===== src/rtl/obj_pkg.sv =====
// Sprite bitmaps, sizes, channel count and magnification encoding.
package obj_pkg;
  localparam int NUM_OBJ  = 4;
  localparam int ObjSizeX = 8;
  localparam int ObjSizeY = 8;

  typedef enum logic [1:0] {
    SCALE_1X = 2'd0,
    SCALE_2X = 2'd1,
    SCALE_4X = 2'd2,
    SCALE_8X = 2'd3
  } scale_e;

  // Rows packed MSB-first: the top byte is row 7, bit x is column x.
  localparam logic [63:0] BmpSolid = {64{1'b1}};
  localparam logic [63:0] BmpCheck = {4{8'hAA, 8'h55}};

  localparam logic [NUM_OBJ-1:0][ObjSizeY-1:0][ObjSizeX-1:0] Obj =
    {BmpCheck, BmpCheck, BmpSolid, BmpSolid};

  typedef struct packed {
    logic       active;
    logic [3:0] border;
  } s1_t;

  function automatic logic [1:0] scale_shift(input logic [1:0] s);
    logic [1:0] sh;
    sh = 2'd0;
    unique case (s)
      SCALE_1X: sh = 2'd0;
      SCALE_2X: sh = 2'd1;
      SCALE_4X: sh = 2'd2;
      SCALE_8X: sh = 2'd3;
      default:  sh = 2'd0;
    endcase
    return sh;
  endfunction
endpackage


===== src/rtl/vga_hd_pkg.sv =====
// Active-area geometry of the 1280x720 video timing.
package vga_hd_pkg;
  localparam int ActivePels  = 1280;
  localparam int ActiveLines = 720;
endpackage


===== src/rtl/sprite_hit_unit.sv =====
// Stage 1 of one sprite channel: bounds test plus bitmap lookup,
// registered as a single opaque flag.
module sprite_hit_unit
  import obj_pkg::*;
#(
  parameter int IDX     = 0,
  parameter int COORD_W = 12
) (
  input  logic               vid_clk,
  input  logic               vid_reset,
  input  logic [COORD_W-1:0] i_h,
  input  logic [COORD_W-1:0] i_v,
  input  logic [COORD_W-1:0] i_x,
  input  logic [COORD_W-1:0] i_y,
  input  logic               i_en,
  input  logic [1:0]         i_scale,
  output logic               o_opaque
);
  localparam int XB = $clog2(ObjSizeX);
  localparam int YB = $clog2(ObjSizeY);
  localparam int BI = IDX % NUM_OBJ;
  localparam logic [COORD_W:0] LimX = (COORD_W+1)'(ObjSizeX);
  localparam logic [COORD_W:0] LimY = (COORD_W+1)'(ObjSizeY);

  logic [COORD_W:0] w_rel_x;
  logic [COORD_W:0] w_rel_y;
  logic [COORD_W:0] w_sx;
  logic [COORD_W:0] w_sy;
  logic [1:0]       w_sh;
  logic             w_inside;
  logic             w_bit;
  logic             r_opaque;

  // One extra bit keeps the difference signed, so no wrap-around hits.
  assign w_rel_x = {1'b0, i_h} - {1'b0, i_x};
  assign w_rel_y = {1'b0, i_v} - {1'b0, i_y};
  assign w_sh    = scale_shift(i_scale);
  assign w_sx    = w_rel_x >> w_sh;
  assign w_sy    = w_rel_y >> w_sh;

  assign w_inside = !w_rel_x[COORD_W] && !w_rel_y[COORD_W]
                 && (w_sx < LimX) && (w_sy < LimY);
  assign w_bit    = Obj[BI][w_sy[YB-1:0]][w_sx[XB-1:0]];

  always_ff @(posedge vid_clk) begin
    if (vid_reset) r_opaque <= 1'b0;
    else           r_opaque <= i_en & w_inside & w_bit;
  end

  assign o_opaque = r_opaque;
endmodule


===== src/rtl/sprite_compositor.sv =====
// Two-stage sprite/border compositor with per-frame collision and
// border-overlap reporting.
module sprite_compositor #(
  parameter int NUM_OBJ  = obj_pkg::NUM_OBJ,
  parameter int COORD_W  = 12,
  parameter int COLOR_W  = 24,
  parameter int H_ACTIVE = vga_hd_pkg::ActivePels,
  parameter int V_ACTIVE = vga_hd_pkg::ActiveLines
) (
  input  logic                              vid_clk,
  input  logic                              vid_reset,
  input  logic                              active,
  input  logic                              frame_start,
  input  logic [COORD_W-1:0]                active_h,
  input  logic [COORD_W-1:0]                active_v,
  input  logic [3:0][7:0]                   frame_widths,
  input  logic [3:0][COLOR_W-1:0]           frame_color,
  input  logic [NUM_OBJ-1:0][COORD_W-1:0]   obj_x,
  input  logic [NUM_OBJ-1:0][COORD_W-1:0]   obj_y,
  input  logic [NUM_OBJ-1:0]                obj_en,
  input  logic [NUM_OBJ-1:0][COLOR_W-1:0]   obj_color,
  input  logic [NUM_OBJ-1:0][1:0]           obj_scale,
  input  logic [NUM_OBJ-1:0][1:0]           obj_prio,
  output logic [COLOR_W:0]                  vid_action_layer,
  output logic [NUM_OBJ-1:0]                obj_collision,
  output logic [NUM_OBJ-1:0]                obj_border_hit,
  output logic                              collision_valid
);
  localparam logic [COORD_W:0] HA = (COORD_W+1)'(H_ACTIVE);
  localparam logic [COORD_W:0] VA = (COORD_W+1)'(V_ACTIVE);

  logic [3:0][COORD_W:0] w_w;
  logic [3:0]            w_border;
  obj_pkg::s1_t          w_s1;
  obj_pkg::s1_t          r_s1;
  logic [NUM_OBJ-1:0]    w_opq;
  logic                  w_found;
  logic [1:0]            w_best;
  logic [COLOR_W-1:0]    w_win;
  logic [COLOR_W:0]      w_layer;
  logic                  w_multi;
  logic [NUM_OBJ-1:0]    w_coll;
  logic [NUM_OBJ-1:0]    w_bhit;

  logic [COLOR_W:0]      r_layer;
  logic [NUM_OBJ-1:0]    r_acc_c;
  logic [NUM_OBJ-1:0]    r_acc_b;
  logic [NUM_OBJ-1:0]    r_coll;
  logic [NUM_OBJ-1:0]    r_bhit;
  logic                  r_valid;
  logic                  r_armed;

  for (genvar k = 0; k < 4; k++) begin : g_w
    assign w_w[k] = {{(COORD_W-7){1'b0}}, frame_widths[k]};
  end

  assign w_border[0] = {1'b0, active_h} < w_w[0];
  assign w_border[1] = ({1'b0, active_h} + w_w[1]) >= HA;
  assign w_border[2] = {1'b0, active_v} < w_w[2];
  assign w_border[3] = ({1'b0, active_v} + w_w[3]) >= VA;

  assign w_s1.active = active;
  assign w_s1.border = w_border;

  for (genvar g = 0; g < NUM_OBJ; g++) begin : g_obj
    sprite_hit_unit #(
      .IDX     (g),
      .COORD_W (COORD_W)
    ) u_hit (
      .vid_clk   (vid_clk),
      .vid_reset (vid_reset),
      .i_h       (active_h),
      .i_v       (active_v),
      .i_x       (obj_x[g]),
      .i_y       (obj_y[g]),
      .i_en      (obj_en[g]),
      .i_scale   (obj_scale[g]),
      .o_opaque  (w_opq[g])
    );
  end

  // Ascending scan with >= lets the highest index win a prio tie.
  always_comb begin
    w_found = 1'b0;
    w_best  = 2'd0;
    w_win   = '0;
    for (int i = 0; i < NUM_OBJ; i++) begin
      if (w_opq[i] && (!w_found || obj_prio[i] >= w_best)) begin
        w_found = 1'b1;
        w_best  = obj_prio[i];
        w_win   = obj_color[i];
      end
    end
  end

  always_comb begin
    w_layer = '0;
    if (r_s1.active) begin
      priority case (1'b1)
        r_s1.border[0]: w_layer = {1'b1, frame_color[0]};
        r_s1.border[1]: w_layer = {1'b1, frame_color[1]};
        r_s1.border[2]: w_layer = {1'b1, frame_color[2]};
        r_s1.border[3]: w_layer = {1'b1, frame_color[3]};
        w_found:        w_layer = {1'b1, w_win};
        default:        w_layer = '0;
      endcase
    end
  end

  // Two or more opaque bits set iff clearing the lowest one leaves some.
  assign w_multi = |(w_opq & (w_opq - NUM_OBJ'(1)));
  assign w_coll  = w_opq & {NUM_OBJ{r_s1.active & w_multi}};
  assign w_bhit  = w_opq & {NUM_OBJ{r_s1.active & (|r_s1.border)}};

  always_ff @(posedge vid_clk) begin
    if (vid_reset) begin
      r_s1    <= '0;
      r_layer <= '0;
      r_acc_c <= '0;
      r_acc_b <= '0;
      r_coll  <= '0;
      r_bhit  <= '0;
      r_valid <= 1'b0;
      r_armed <= 1'b0;
    end else begin
      r_s1    <= w_s1;
      r_layer <= w_layer;
      r_valid <= frame_start;
      if (frame_start) begin
        r_coll  <= r_armed ? r_acc_c : '0;
        r_bhit  <= r_armed ? r_acc_b : '0;
        r_acc_c <= w_coll;
        r_acc_b <= w_bhit;
        r_armed <= 1'b1;
      end else begin
        r_acc_c <= r_acc_c | w_coll;
        r_acc_b <= r_acc_b | w_bhit;
      end
    end
  end

  assign vid_action_layer = r_layer;
  assign obj_collision    = r_coll;
  assign obj_border_hit   = r_bhit;
  assign collision_valid  = r_valid;
endmodule


===== config.mk =====
export PLATFORM = sky130hd
export DESIGN_NAME = sprite_compositor
export DESIGN_NICKNAME = d
export VERILOG_FILES = /design/src/rtl/obj_pkg.sv /design/src/rtl/vga_hd_pkg.sv /design/src/rtl/sprite_hit_unit.sv /design/src/rtl/sprite_compositor.sv
export SDC_FILE = /design/constraint.sdc
export NUM_CORES = 1
export LEC_CHECK = 0
export BUFFER_PORTS_ARGS = -buffer_cell sky130_fd_sc_hd__buf_2
export CAP_MARGIN = 20
export CORE_MARGIN = 10
export CORE_UTILIZATION = 40
export DETAILED_ROUTE_END_ITERATION = 10
export GPL_TIMING_DRIVEN = 0
export MAX_ROUTING_LAYER = met4
export PLACE_DENSITY = 0.73
export SYNTH_ARGS = -nofsm -noshare
export SYNTH_HDL_FRONTEND = slang
export SYNTH_SLANG_ARGS = --single-unit

===== constraint.sdc =====
create_clock -name vid_clk -period 5.4 [get_ports vid_clk]
set_clock_uncertainty 0.15 [all_clocks]
set_input_delay 0.54 -clock vid_clk [delete_from_list [all_inputs] [get_ports vid_clk]]
set_output_delay 0.54 -clock vid_clk [all_outputs]
set_load 0.05 [all_outputs]

==> metrics.yaml <==
result_of_the_run: "completed"
timing.rr.start: "g_obj[0].u_hit.o_opaque$_SDFF_PP0_"
worst_setup_path_end_kind: "register"
globalRouteMet2Util: 0.443
min_path_type: "in -> reg"
worstRegToRegCells: 24
cts-htree-levels: 2
power_per_cell_area_nw_per_um2: 139
post_drt_wl_per_cell_um: 19.7
dr_vias_cell: 5.48
postSynthCellCount: 1206
detailed_place_hpwl_um: 32400
critical_path.most_common_cell: "ha_1"
crit_type: "reg -> reg"
worstSkewPairLatency_ns: 0.30
row_count: 52
timing.final.ws_setup_ns: 0.226
vdd.ir_drop.worst_mv: 0.117
area_growth_pct: 32.1
period_needed_ns: 5.17
synth_warnings: 0
rsz0062_at_grt: "yes"
fillers: 2093
crit_path_cell_trace: "buf_6, and2_1, ha_1, inv_1, a21boi_4, o21ai_4, clkbuf_8, nand2_1, o21ai_2, ha_1, nand2b_1, a211o_1, nand2_4, buf_6, mux2_2, ha_1, o21ai_1, o31ai_1, o21a_2, clkbuf_4, buf_1, a21oi_1, o21ai_0, a22o_1"
synth-edff-count: 0
setup_viol: 0
floorplan.die.height_um: 165
pin_count_of_the_biggest_net_entering_global_routing: 16
clock_path_buffers: 2
initialDrtViolationCount: 993
crit_path_max_fanout: 10
post-route-util: 0.542
grt_util_all_layers: 0.263
timing.final.max_slew_violations: 0
final_hold_viol_count: 0
cp_num_buf_inv: 6
finish.net_count: 2113
relSlewSlack: 0.489
cts_root_buf: "clkbuf_16"
crit_family: "compound AO/OA/AOI/OAI gates"
drcViolationCount: 0
async_flop_share: 0
highest_cell_delay_on_the_worst_timing_path_ns: 0.39
gpl.final_weighted_congestion: 1.00
startpoint_type: "register"
synthesis.area_per_instance_um2: 6.95
starting_utilization_of_the_core_area: 0.410
postRouteAntennaNets: 0
boundaryPins: 402
power.leakage_nw: 5.72
synth.yosys.seq_area_share: 0.124
detailroute.via_count: 10400
post_synth_num_cell_types: 75
syn-cell-area_um2: 8390
finalCritPeriodShare: 0.958
synth_top_flop_cell: "dfxtp_1"
globalRouteMet1Util: 0.307
floorplan.core_area_um2: 20400
grt_pass1_wl_um: 55300
worstHoldPathCells: 2
timing.critical_path.arrival_ns: 5.22
ys_seq_elements: 52
cts_tree: "built"
grt-busiest-layer: "met2"
detail_route.first_pass.iterations: 6
use_met3: 0.0473
hold_end: "r_s1[4]$_SDFF_PP0_"
holdBufCountCts: 0
synth.net_count: 1708
cts_made_buffers: 5
maxCapViolations: 0
hp-start: "active"
endpoint_of_the_worst_register_to_register_path: "vid_action_layer[21]$_SDFF_PP0_"
tightest_slew_ns: 0.766
cts_num_sinks: 52
max_freq_mhz: 193
portBuffers: 398
clkTransAtPathRegs_ns: 0.07
worstPathRequired_ns: 5.44
cpMaxStageDelayCell: "dfxtp_4"
overflow: 0
routed_wirelength_um: 37400
die_w_um: 165
die_footprint_um2: 27200
fin_total_pwr_w: 0.00154
first_global_vias: 10400
grt_antenna_before_repair: 9
r2r_slack_ns: 0.23
pre_cts_ws_ns: -2.10
drive_gt1_frac: 0.279
[final cells by class]
type                    instances  area [um^2]  area share
plain buffers                  44          215      0.0194
multi-input cells             946         6680       0.603
well taps                     270          338      0.0305
diodes                         13         32.5     0.00294
repair buffers                400         2010       0.181
clock buffers                   7          143      0.0129
flip-flops and latches         52         1040      0.0943
inverters                     162          608      0.0549
clock inverters                 1         7.51    0.000678
[timing repair]
item / in CTS / in global routing
gates resized for setup: 38 / 15
buffers inserted: 1 / 1
pin swaps: 1 / 3
endpoints found under the setup margin: 24 / 23
endpoints found under the hold margin: 0 / 0
cloned: 0 / 0
[state kept, by name (all words and copies together) (netlist names)]
register and flops:
r_acc_b 4, g_obj.u_hit.o_opaque 4, vid_action_layer 25, collision_valid 1
obj_border_hit 4, r_armed 1, r_acc_c 4, r_s1 5
obj_collision 4
[cells by family after synthesis]
logic type,share of synthesized area
xor+xnor,0.0364
flops,0.124
buf+inv,0.0933
compound gates,0.323
fa+ha+maj,0.205
simple gates,0.200
mux,0.0182
[through the flow]
stage	hold slack, ns	setup TNS, ns	area, um^2	std cells
2_1_floorplan	0.277	0	8390	1206
3_3_place_gp	0.289	-45.02	10700	1874
3_5_place_dp	0.311	-46.31	10700	1874
4_1_cts	0.302	0	11000	1881
5_1_grt	0.303	-0.0520	11100	1891
6_report	0.306	0	11100	1895
[cells in the final DEF (no fill, tap or decap), drive strengths merged, types with 7 or more instances in the layout]
cell	instances
and3	8
ha	128
nor3	24
nor2	108
a22o	24
nand3	37
mux2i	13
o2111ai	7
xnor2	21
and2	7
diode	13
nand2	53
o21ai	94
inv	162
xor2	13
clkbuf	42
a311oi	24
o22ai	9
a211oi	15
a21o	25
dfxtp	52
a21oi	147
o21a	20
nor2b	30
nand2b	29
buf	409
a31oi	11
o31ai	8
[metal layers]
metal | share of wire | vias to the layer above
li1 | - | 5152
met1 | 0.41 | 4683
met2 | 0.48 | 496
met3 | 0.079 | 60
met4 | 0.027 | 0
met5 | 0 | -
[worst max-delay path by stage]
stage	slack, ns	start	to	cells past startpoint
detailed placement	-2.10	g_obj[0].u_hit.o_opaque$_SDFF_PP0_	vid_action_layer[9]$_SDFF_PP0_	25
global route	-0.02	g_obj[0].u_hit.o_opaque$_SDFF_PP0_	vid_action_layer[22]$_SDFF_PP0_	24
CTS	0.006	g_obj[0].u_hit.o_opaque$_SDFF_PP0_	vid_action_layer[18]$_SDFF_PP0_	23
finish	0.23	g_obj[0].u_hit.o_opaque$_SDFF_PP0_	vid_action_layer[21]$_SDFF_PP0_	24
floorplan	0.06	g_obj[0].u_hit.o_opaque$_SDFF_PP0_	vid_action_layer[10]$_SDFF_PP0_	26
global placement	-2.06	g_obj[0].u_hit.o_opaque$_SDFF_PP0_	vid_action_layer[9]$_SDFF_PP0_	25
[where the power goes]
part	internal (W)	leakage [nW]	switching (W)
Sequential	0.000392	0.423	0.00000297
Combinational	0.000367	5.23	0.000440
Clock	0.000185	0.0702	0.000150
[Yosys cell counts, types with 15 or more instances]
master,n,area share
o21a_1,20,0.018
nor3_1,24,0.014
o21ai_0,90,0.054
nand3_1,37,0.022
ha_1,128,0.19
nor2_1,108,0.048
dfxtp_1,52,0.12
xnor2_1,20,0.021
a211oi_1,15,0.013
a22o_1,24,0.025
clkbuf_1,39,0.017
inv_1,161,0.072
nand2_1,53,0.024
nand2b_1,29,0.022
a21oi_1,146,0.087
a311oi_1,24,0.025
a21o_1,25,0.022
nor2b_1,30,0.022
(Power assumes the default switching activity.)
